$ cat src/rtl/pmt_pulse_conditioner_if.sv
// pmt_pulse_conditioner_if: PMT input/phase and event/statistics bundle for pmt_pulse_conditioner.
interface pmt_pulse_conditioner_if;
    logic        PMT_in;
    logic        enable;
    logic [31:0] phase_in;
    logic        event_valid;
    logic [31:0] event_phase;
    logic [31:0] event_count;
    logic [31:0] glitch_count;
    logic [31:0] deadtime_reject_count;
    modport master (
        output PMT_in, enable, phase_in,
        input  event_valid, event_phase, event_count, glitch_count, deadtime_reject_count
    );
    modport slave (
        input  PMT_in, enable, phase_in,
        output event_valid, event_phase, event_count, glitch_count, deadtime_reject_count
    );
endinterface

$ cat src/rtl/pmt_pulse_conditioner.sv
// pmt_pulse_conditioner: synchronises a PMT discriminator, width-qualifies pulses, applies dead time and timestamps events.
// Define PMT_PULSE_STATS_EN to build the glitch and dead-time reject counters; otherwise those outputs read 0.
module pmt_pulse_conditioner #(
    parameter int SYNC_STAGES = 2,
    parameter int MIN_WIDTH   = 2,
    parameter int DEAD_TIME   = 10
) (
    input logic                     clock_50_mhz,
    input logic                     reset,
    pmt_pulse_conditioner_if.slave  bus
);
    typedef enum logic [1:0] {IDLE, QUALIFY, DEAD} state_t;
    state_t                 r_state, w_next;
    logic [SYNC_STAGES-1:0] r_sync;
    logic                   r_sync_d, w_sync_q, w_rise, w_start, w_fire;
    logic [31:0]            r_width, r_dead, r_pending, r_event_phase, r_event_count;
    logic                   r_event_valid;
    assign w_sync_q = r_sync[SYNC_STAGES-1];
    assign w_rise   = w_sync_q & ~r_sync_d;
    always_comb begin
        w_next  = r_state;
        w_start = 1'b0;
        w_fire  = 1'b0;
        if (!bus.enable)
            w_next = IDLE;
        else
            case (r_state)
                IDLE: begin
                    w_start = w_rise;
                    w_next  = w_rise ? QUALIFY : IDLE;
                end
                QUALIFY: begin
                    w_fire = w_sync_q && r_width == 32'(MIN_WIDTH);
                    w_next = !w_sync_q ? IDLE : w_fire ? DEAD : QUALIFY;
                end
                DEAD:    w_next = r_dead == 32'(DEAD_TIME - 1) ? IDLE : DEAD;
                default: w_next = IDLE;
            endcase
    end
    always_ff @(posedge clock_50_mhz) begin
        if (reset) begin
            r_sync        <= '0;
            r_sync_d      <= 1'b0;
            r_state       <= IDLE;
            r_width       <= '0;
            r_dead        <= '0;
            r_pending     <= '0;
            r_event_valid <= 1'b0;
            r_event_phase <= '0;
            r_event_count <= '0;
        end else begin
            r_sync        <= {r_sync[SYNC_STAGES-2:0], bus.PMT_in};
            r_sync_d      <= w_sync_q;
            r_state       <= w_next;
            r_event_valid <= w_fire;
            r_dead        <= (r_state == DEAD && w_next == DEAD) ? r_dead + 32'd1 : '0;
            if (w_start) begin
                r_pending <= bus.phase_in;
                r_width   <= 32'd1;
            end else if (r_state == QUALIFY && r_width < 32'(MIN_WIDTH)) begin
                r_width <= r_width + 32'd1;
            end
            if (w_fire) begin
                r_event_phase <= r_pending;
                r_event_count <= r_event_count + {31'd0, r_event_count != '1};
            end
        end
    end
    assign bus.event_valid = r_event_valid;
    assign bus.event_phase = r_event_phase;
    assign bus.event_count = r_event_count;
`ifdef PMT_PULSE_STATS_EN
    logic        w_glitch, w_reject;
    logic [31:0] r_glitch_count, r_reject_count;
    assign w_glitch = bus.enable && r_state == QUALIFY && !w_sync_q;
    assign w_reject = bus.enable && r_state == DEAD && w_rise;
    always_ff @(posedge clock_50_mhz) begin
        if (reset) begin
            r_glitch_count <= '0;
            r_reject_count <= '0;
        end else begin
            r_glitch_count <= r_glitch_count + {31'd0, w_glitch && r_glitch_count != '1};
            r_reject_count <= r_reject_count + {31'd0, w_reject && r_reject_count != '1};
        end
    end
    assign bus.glitch_count          = r_glitch_count;
    assign bus.deadtime_reject_count = r_reject_count;
`else
    assign bus.glitch_count          = '0;
    assign bus.deadtime_reject_count = '0;
`endif
endmodule
$ cat src/flat_wrapper.sv
// flat-port wrapper written by rule: the top's interface ports become plain ports
module pmt_pulse_conditioner_flat 
#(
    parameter int SYNC_STAGES = 2,
    parameter int MIN_WIDTH   = 2,
    parameter int DEAD_TIME   = 10
)
  (clock_50_mhz, reset, bus_PMT_in, bus_enable, bus_phase_in, bus_event_valid, bus_event_phase, bus_event_count, bus_glitch_count, bus_deadtime_reject_count);
  pmt_pulse_conditioner_if bus_i ();
  input logic clock_50_mhz;
  input logic reset;
  input wire logic [$bits(bus_i.PMT_in)-1:0] bus_PMT_in;
  input wire logic [$bits(bus_i.enable)-1:0] bus_enable;
  input wire logic [$bits(bus_i.phase_in)-1:0] bus_phase_in;
  output wire logic [$bits(bus_i.event_valid)-1:0] bus_event_valid;
  output wire logic [$bits(bus_i.event_phase)-1:0] bus_event_phase;
  output wire logic [$bits(bus_i.event_count)-1:0] bus_event_count;
  output wire logic [$bits(bus_i.glitch_count)-1:0] bus_glitch_count;
  output wire logic [$bits(bus_i.deadtime_reject_count)-1:0] bus_deadtime_reject_count;
  assign bus_i.PMT_in = bus_PMT_in;
  assign bus_i.enable = bus_enable;
  assign bus_i.phase_in = bus_phase_in;
  assign bus_event_valid = bus_i.event_valid;
  assign bus_event_phase = bus_i.event_phase;
  assign bus_event_count = bus_i.event_count;
  assign bus_glitch_count = bus_i.glitch_count;
  assign bus_deadtime_reject_count = bus_i.deadtime_reject_count;
  pmt_pulse_conditioner #(.SYNC_STAGES(SYNC_STAGES), .MIN_WIDTH(MIN_WIDTH), .DEAD_TIME(DEAD_TIME)) u_core (.clock_50_mhz(clock_50_mhz), .reset(reset), .bus(bus_i));
endmodule
$ cat config.mk
export PLATFORM = sky130hd
export DESIGN_NAME = pmt_pulse_conditioner_flat
export DESIGN_NICKNAME = d
export VERILOG_FILES = /design/src/rtl/pmt_pulse_conditioner_if.sv /design/src/rtl/pmt_pulse_conditioner.sv /design/src/flat_wrapper.sv
export SDC_FILE = /design/constraint.sdc
export NUM_CORES = 1
export LEC_CHECK = 0
export CORE_UTILIZATION = 50
export CTS_CLUSTER_SIZE = 16
export DETAILED_ROUTE_END_ITERATION = 6
export GPL_TIMING_DRIVEN = 0
export PLACE_DENSITY = 0.81
export SETUP_SLACK_MARGIN = 0.05
export SYNTH_ARGS = -nofsm -noshare
export SYNTH_HDL_FRONTEND = slang
export SYNTH_SLANG_ARGS = --single-unit
$ cat constraint.sdc
create_clock -name clock_50_mhz -period 3 [get_ports clock_50_mhz]
set_clock_uncertainty 0.2 [all_clocks]
set_input_delay 0.6 -clock clock_50_mhz [delete_from_list [all_inputs] [get_ports clock_50_mhz]]
set_output_delay 0.6 -clock clock_50_mhz [all_outputs]
set_load 0.01 [all_outputs]
Word-level counts from Yosys, hierarchy flattened
Cells that the tools add are included.
{"block": "word_totals", "register_bits": 166, "inputBits": 36, "out_inout_bits": 129, "word_cells": 42}
{"block": "op_classes", "n_addsub": 3, "order_cmp": 1, "eq_ne": 6, "mux": 12, "bitwise": 3, "reduce_logical": 7}
{"operator": "$add 32x1->32 const B", "n": 2}
{"operator": "$add 32x1->32", "n": 1}
{"operator": "$eq 32x2->1 const B", "n": 1}
{"operator": "$eq 32x4->1 const B", "n": 1}
{"operator": "$lt 32x2->1 const B", "n": 1}
{"operator": "$ne 32x32->1 const B", "n": 1}
{"operator": "$mux 2", "n": 4}
{"operator": "$mux 1", "n": 7}
{"operator": "$pmux 2 s3", "n": 1}
{"operator": "$eq 2x2->1 const B", "n": 2}
{"operator": "$reduce_or 2->1", "n": 2}
{"operator": "$logic_and 1x1->1", "n": 3}
{"operator": "$eq 2x1->1 const B", "n": 1}
{"operator": "$logic_not 2->1", "n": 1}
{"operator": "$not 1->1", "n": 2}
{"operator": "$reduce_bool 2->1", "n": 1}
{"operator": "$and 1x1->1", "n": 1}

Depth between registers and ports, before layout
{"block": "depth", "ltp_word": 10, "ltp_mapped": 11}

Worst setup path after synthesis
No wires, ideal clock.
{"block": "synth_path", "path_kind": "register to register", "from": "reg u_core.r_event_count[4] (netlist: u_core.bus.event_count[4])", "to": "reg u_core.r_event_count[10] (netlist: u_core.bus.event_count[10])", "setup_ns": 0.123, "arrival_ns": 2.436, "required_time_ns": 2.677, "setup_slack_ns": 0.241, "path_stages_with_launch": 10, "path_buffers": 0, "synth_period_minus_slack_ns": 2.759, "cell_sequence": "dfxtp_1 nand3_1 nor4_1 inv_1 or3_1 ha_1 ha_1 and2_1 nand4_1 mux2_1"}
{"block": "synth_via", "elab_chain_len": 2}
{"element": "start, declared", "line_no": "pmt_pulse_conditioner.sv:16", "text": "logic [31:0] r_width, r_dead, r_pending, r_event_phase, r_event_count;"}
{"element": "start signal, assigned", "line_no": "pmt_pulse_conditioner.sv:65", "text": "r_event_count <= r_event_count + {31'd0, r_event_count != '1};"}
{"element": "$ne 32x32->1", "line_no": "pmt_pulse_conditioner.sv:65"}
{"element": "$add 32x1->32 (*)", "line_no": "pmt_pulse_conditioner.sv:65"}
Mark *: on every way between the ends. The rest lies on a longest branch, timed or not.
A chain may end at the register's enable or synchronous reset.

Worst setup path after layout
{"block": "layout_path", "from": "reg u_core.r_event_count[22] (netlist: u_core.bus.event_count[22])", "to": "reg u_core.r_event_count[10] (netlist: u_core.bus.event_count[10])"}
{"block": "layout_via", "elab_chain_len": 2}
{"element": "$ne 32x32->1", "line_no": "pmt_pulse_conditioner.sv:65"}
{"element": "$add 32x1->32", "line_no": "pmt_pulse_conditioner.sv:65"}
No other way between the ends.

==> flow_metrics.py <==
metrics = {
    "die": {
        "die_x_um": 120.4,
        "fp-row-count": 42,
        "core-area_um2": 13450,
        "dieArea_um2": 14490,
        "io_pins": 165,
        "die_h_um": 120.4,
        "start_util": 0.5207,
    },
    "worst_setup_path": {
        "r2r_slack_ns": 0.19,
        "cp-start-kind": "register",
        "crit_chain": "nand4_1 > nor3_4 > nand4_1 > or3_1 > ha_2 > ha_2 > and2_4 > nand4_1 > mux2_1",
        "path_common_cell": "nand4_1",
        "crit_slowest_cell": "or3_1",
        "r2r_start": "u_core.bus.event_count[22]",
        "cp-end-kind": "register",
        "crit_start": "u_core.bus.event_count[22]",
        "crit_required_ns": 3.12,
        "cpPeakStageDelay_ns": 0.39,
        "worstSetupPathType": "reg -> reg",
        "arrival_ns": 2.93,
        "cp_max_fo": 7,
    },
    "global_routing": {
        "overflow": 0,
        "antenna_found_initial": 0,
        "grt_pass1_wl_um": 27090,
        "grt_pass1_vias": 5623,
        "grt_max_degree": 17,
        "grt_usage": 0.2355,
    },
    "worst_hold_path": {
        "hp-class": "reg -> reg",
        "hp-start": "u_core.r_pending[15]",
    },
    "cells_and_area": {
        "fillers": 1120,
        "area_growth_pct": 29.99,
        "nets": 1052,
        "n_antenna_cell": 0,
        "finish.instance_area_um2": 9106,
        "seq_area_um2": 3336,
        "multi_input_comb_area_um2": 3263,
        "drive_gt1_frac": 0.1300,
    },
    "outcome": {
        "status": "finished, final reports clean",
    },
    "power_and_ir_drop": {
        "p_sw_mw": 1.033,
        "powerDensity_nw_per_um2": 499.2,
        "p_sw_frac": 0.2273,
        "clkPwrFrac": 0.465,
        "combPwrFrac": 0.047,
        "power_frac_seq": 0.488,
        "leakagePower_nw": 3.398,
        "finalPower_mw": 4.546,
        "irDropWorstVdd_v": 0.0004685,
        "p_int_mw": 3.513,
    },
    "synthesis": {
        "synth_edf_count": 0,
        "synthArstFlopShare": 0,
        "synth_cell_type_count": 46,
        "synth_top_area_share": 0.4744,
        "ys_ff_latch": 166,
        "synth.area.top_cells": "dfxtp_1, nand2_1, buf_4, a21oi_1, and3_1",
        "synth_area_um2": 7005,
        "synthTopCellsByCount": "dfxtp_1, nand2_1, a21oi_1",
        "synth_seq_area_share": 0.4744,
        "yosysMostFrequentCell": "dfxtp_1",
        "ys.warnings.count": 0,
        "synth_cells": 827,
        "synthFlopType": "dfxtp_1",
        "synth.avg_cell_area_um2": 8.471,
        "synth.largest_area_cell": "dfxtp_1",
    },
    "timing": {
        "grt_setup_unrepaired": "false",
        "fin_crit_sh": 0.9377,
        "worst_pin_slew_ns": 1.042,
        "setup_violations": 0,
        "slew_headroom": 0.2988,
        "hold_viol": 0,
        "period_minus_slack_ns": 2.813,
        "timing.fmax_mhz": 355.5,
        "drv_slew": 0,
    },
    "cts": {
        "htree_levels": 4,
        "clock_latency_ns": 0.43,
        "path_clk_slew_ns": 0.07,
        "cts_buffers": 17,
        "cts_tree": "done",
        "clockBufferDepth": 2,
        "cts.sinks": 166,
        "ctsRootBufferMaster": "clkbuf_16",
    },
    "placement": {
        "dp_hpwl_um": 11500,
        "globalplace.congestion": 0.7881,
        "placed_area_um2": 8453,
        "io_buffers": 99,
    },
    "detailed_routing": {
        "drt_first_pass_iters": 5,
        "viasPerCell": 5.164,
        "route.vias.total": 6192,
        "wl_per_cell_um": 13.91,
        "drc": 0,
        "finalWirelength_um": 16680,
        "drtIter0Drc": 442,
        "ant_nets": 0,
    },
    "job": {
        "drv_cap": 0,
    },
}
## power groups by stage
stage | combinational [mW] | sequential [mW] | clock [mW]
final | 0.214 | 2.22 | 2.11
after CTS | 0.210 | 2.22 | 2.13
after global routing | 0.235 | 2.22 | 2.22
after global placement | 0.208 | 2.27 | 0
after detailed placement | 0.209 | 2.27 | 0
after floorplan | 0.143 | 2.27 | 0
## kinds of logic (layout without fill, tap and decap cells)
group,Yosys count,after routing,share of synthesized area
adders and majority gates,6,6,0.01072
muxes,1,1,0.001607
xor gates and xnor gates,33,33,0.04126
other,1,64,0.0005353
buffers and inverters,119,251,0.1013
and+or+nand+nor,376,377,0.2770
DFF,166,166,0.4744
AOI/OAI and AO/OA,125,125,0.09323
## path summary, 6_finish.rpt
check	cells after the start	to
min reg2reg	2	u_core.bus.event_phase[15]
max	9	u_core.bus.event_count[10]
min	2	u_core.bus.event_phase[15]
max reg2reg	9	u_core.bus.event_count[10]
## what timing repair did
action / 4_1_cts / 5_1_grt
hold buffers: 0 / 0
gates resized for setup: 3 / 17
cloned: 0 / 1
endpoints found under the setup margin: 18 / 39
pin swaps: 1 / 7
setup buffers: 0 / 2
## registers in the layout (all words and copies together), names as in the netlist
signal,flops
u_core.r_width,32
u_core.bus.event_count,32
u_core.r_state,2
u_core.bus.event_phase,32
u_core.r_pending,32
u_core.r_sync_d,1
u_core.r_dead,32
u_core.bus.event_valid,1
u_core.r_sync,2
## through the flow
stage          TNS (ns)  hold slack, ns  worst slack (ns)  utilization  cells
6_report              0          0.2491            0.1869       0.6769   1199
5_1_grt               0          0.2691           0.04178       0.6769   1199
4_1_cts               0          0.2516           0.07768       0.6725   1197
3_5_place_dp     -2.486          0.2444           -0.1323       0.6283   1165
3_3_place_gp     -3.388          0.2356           -0.1513       0.6283   1165
2_1_floorplan         0          0.2138            0.2406            -    890
## cell usage in the layout, fill, tap and decap left out, drive strengths merged, types with 2 or more instances in the layout
cell / n
dfxtp: 166
xor2: 15
o21a: 2
nand4b: 5
and4: 7
nand2: 149
a21oi: 94
or4b: 2
clkinv: 3
and3: 35
or2: 2
or4: 6
ha: 6
nor2b: 5
clkdlybuf4s50: 99
nor2: 50
or3: 22
xnor2: 18
buf: 71
nand4: 33
nand3: 23
clkinvlp: 5
o31ai: 3
nor3: 15
clkbuf: 56
nor4b: 3
inv: 16
o21ai: 22
nor4: 18
conb: 64
## area by class of cell
class	count	area share
Buffer	106	0.07268
Tap cell	176	0.02418
Clock inverter	13	0.01333
Clock buffer	19	0.04974
Timing Repair Buffer	101	0.1105
Multi-Input combinational cell	606	0.3583
Inverter	12	0.004946
Sequential cell	166	0.3663
## routing by layer
metal / vias to the layer above / global-route usage / part of all wire
met5: - / 0 / 0
met4: 0 / 0.06713 / 0.013
met3: 21 / 0.07358 / 0.067
met2: 195 / 0.3732 / 0.46
met1: 2883 / 0.3081 / 0.46
li1: 3093 / - / -
## worst max-delay path, delay by kind of cell, from the launching register on
kind	cells	cell delay (ns)
adder cells (fa/ha/maj)	2	0.38
multiplexers	1	0.32
flip-flops	1	0.38
AND/OR/NAND/NOR	6	1.42
Power figures use the tool's default switching activity.
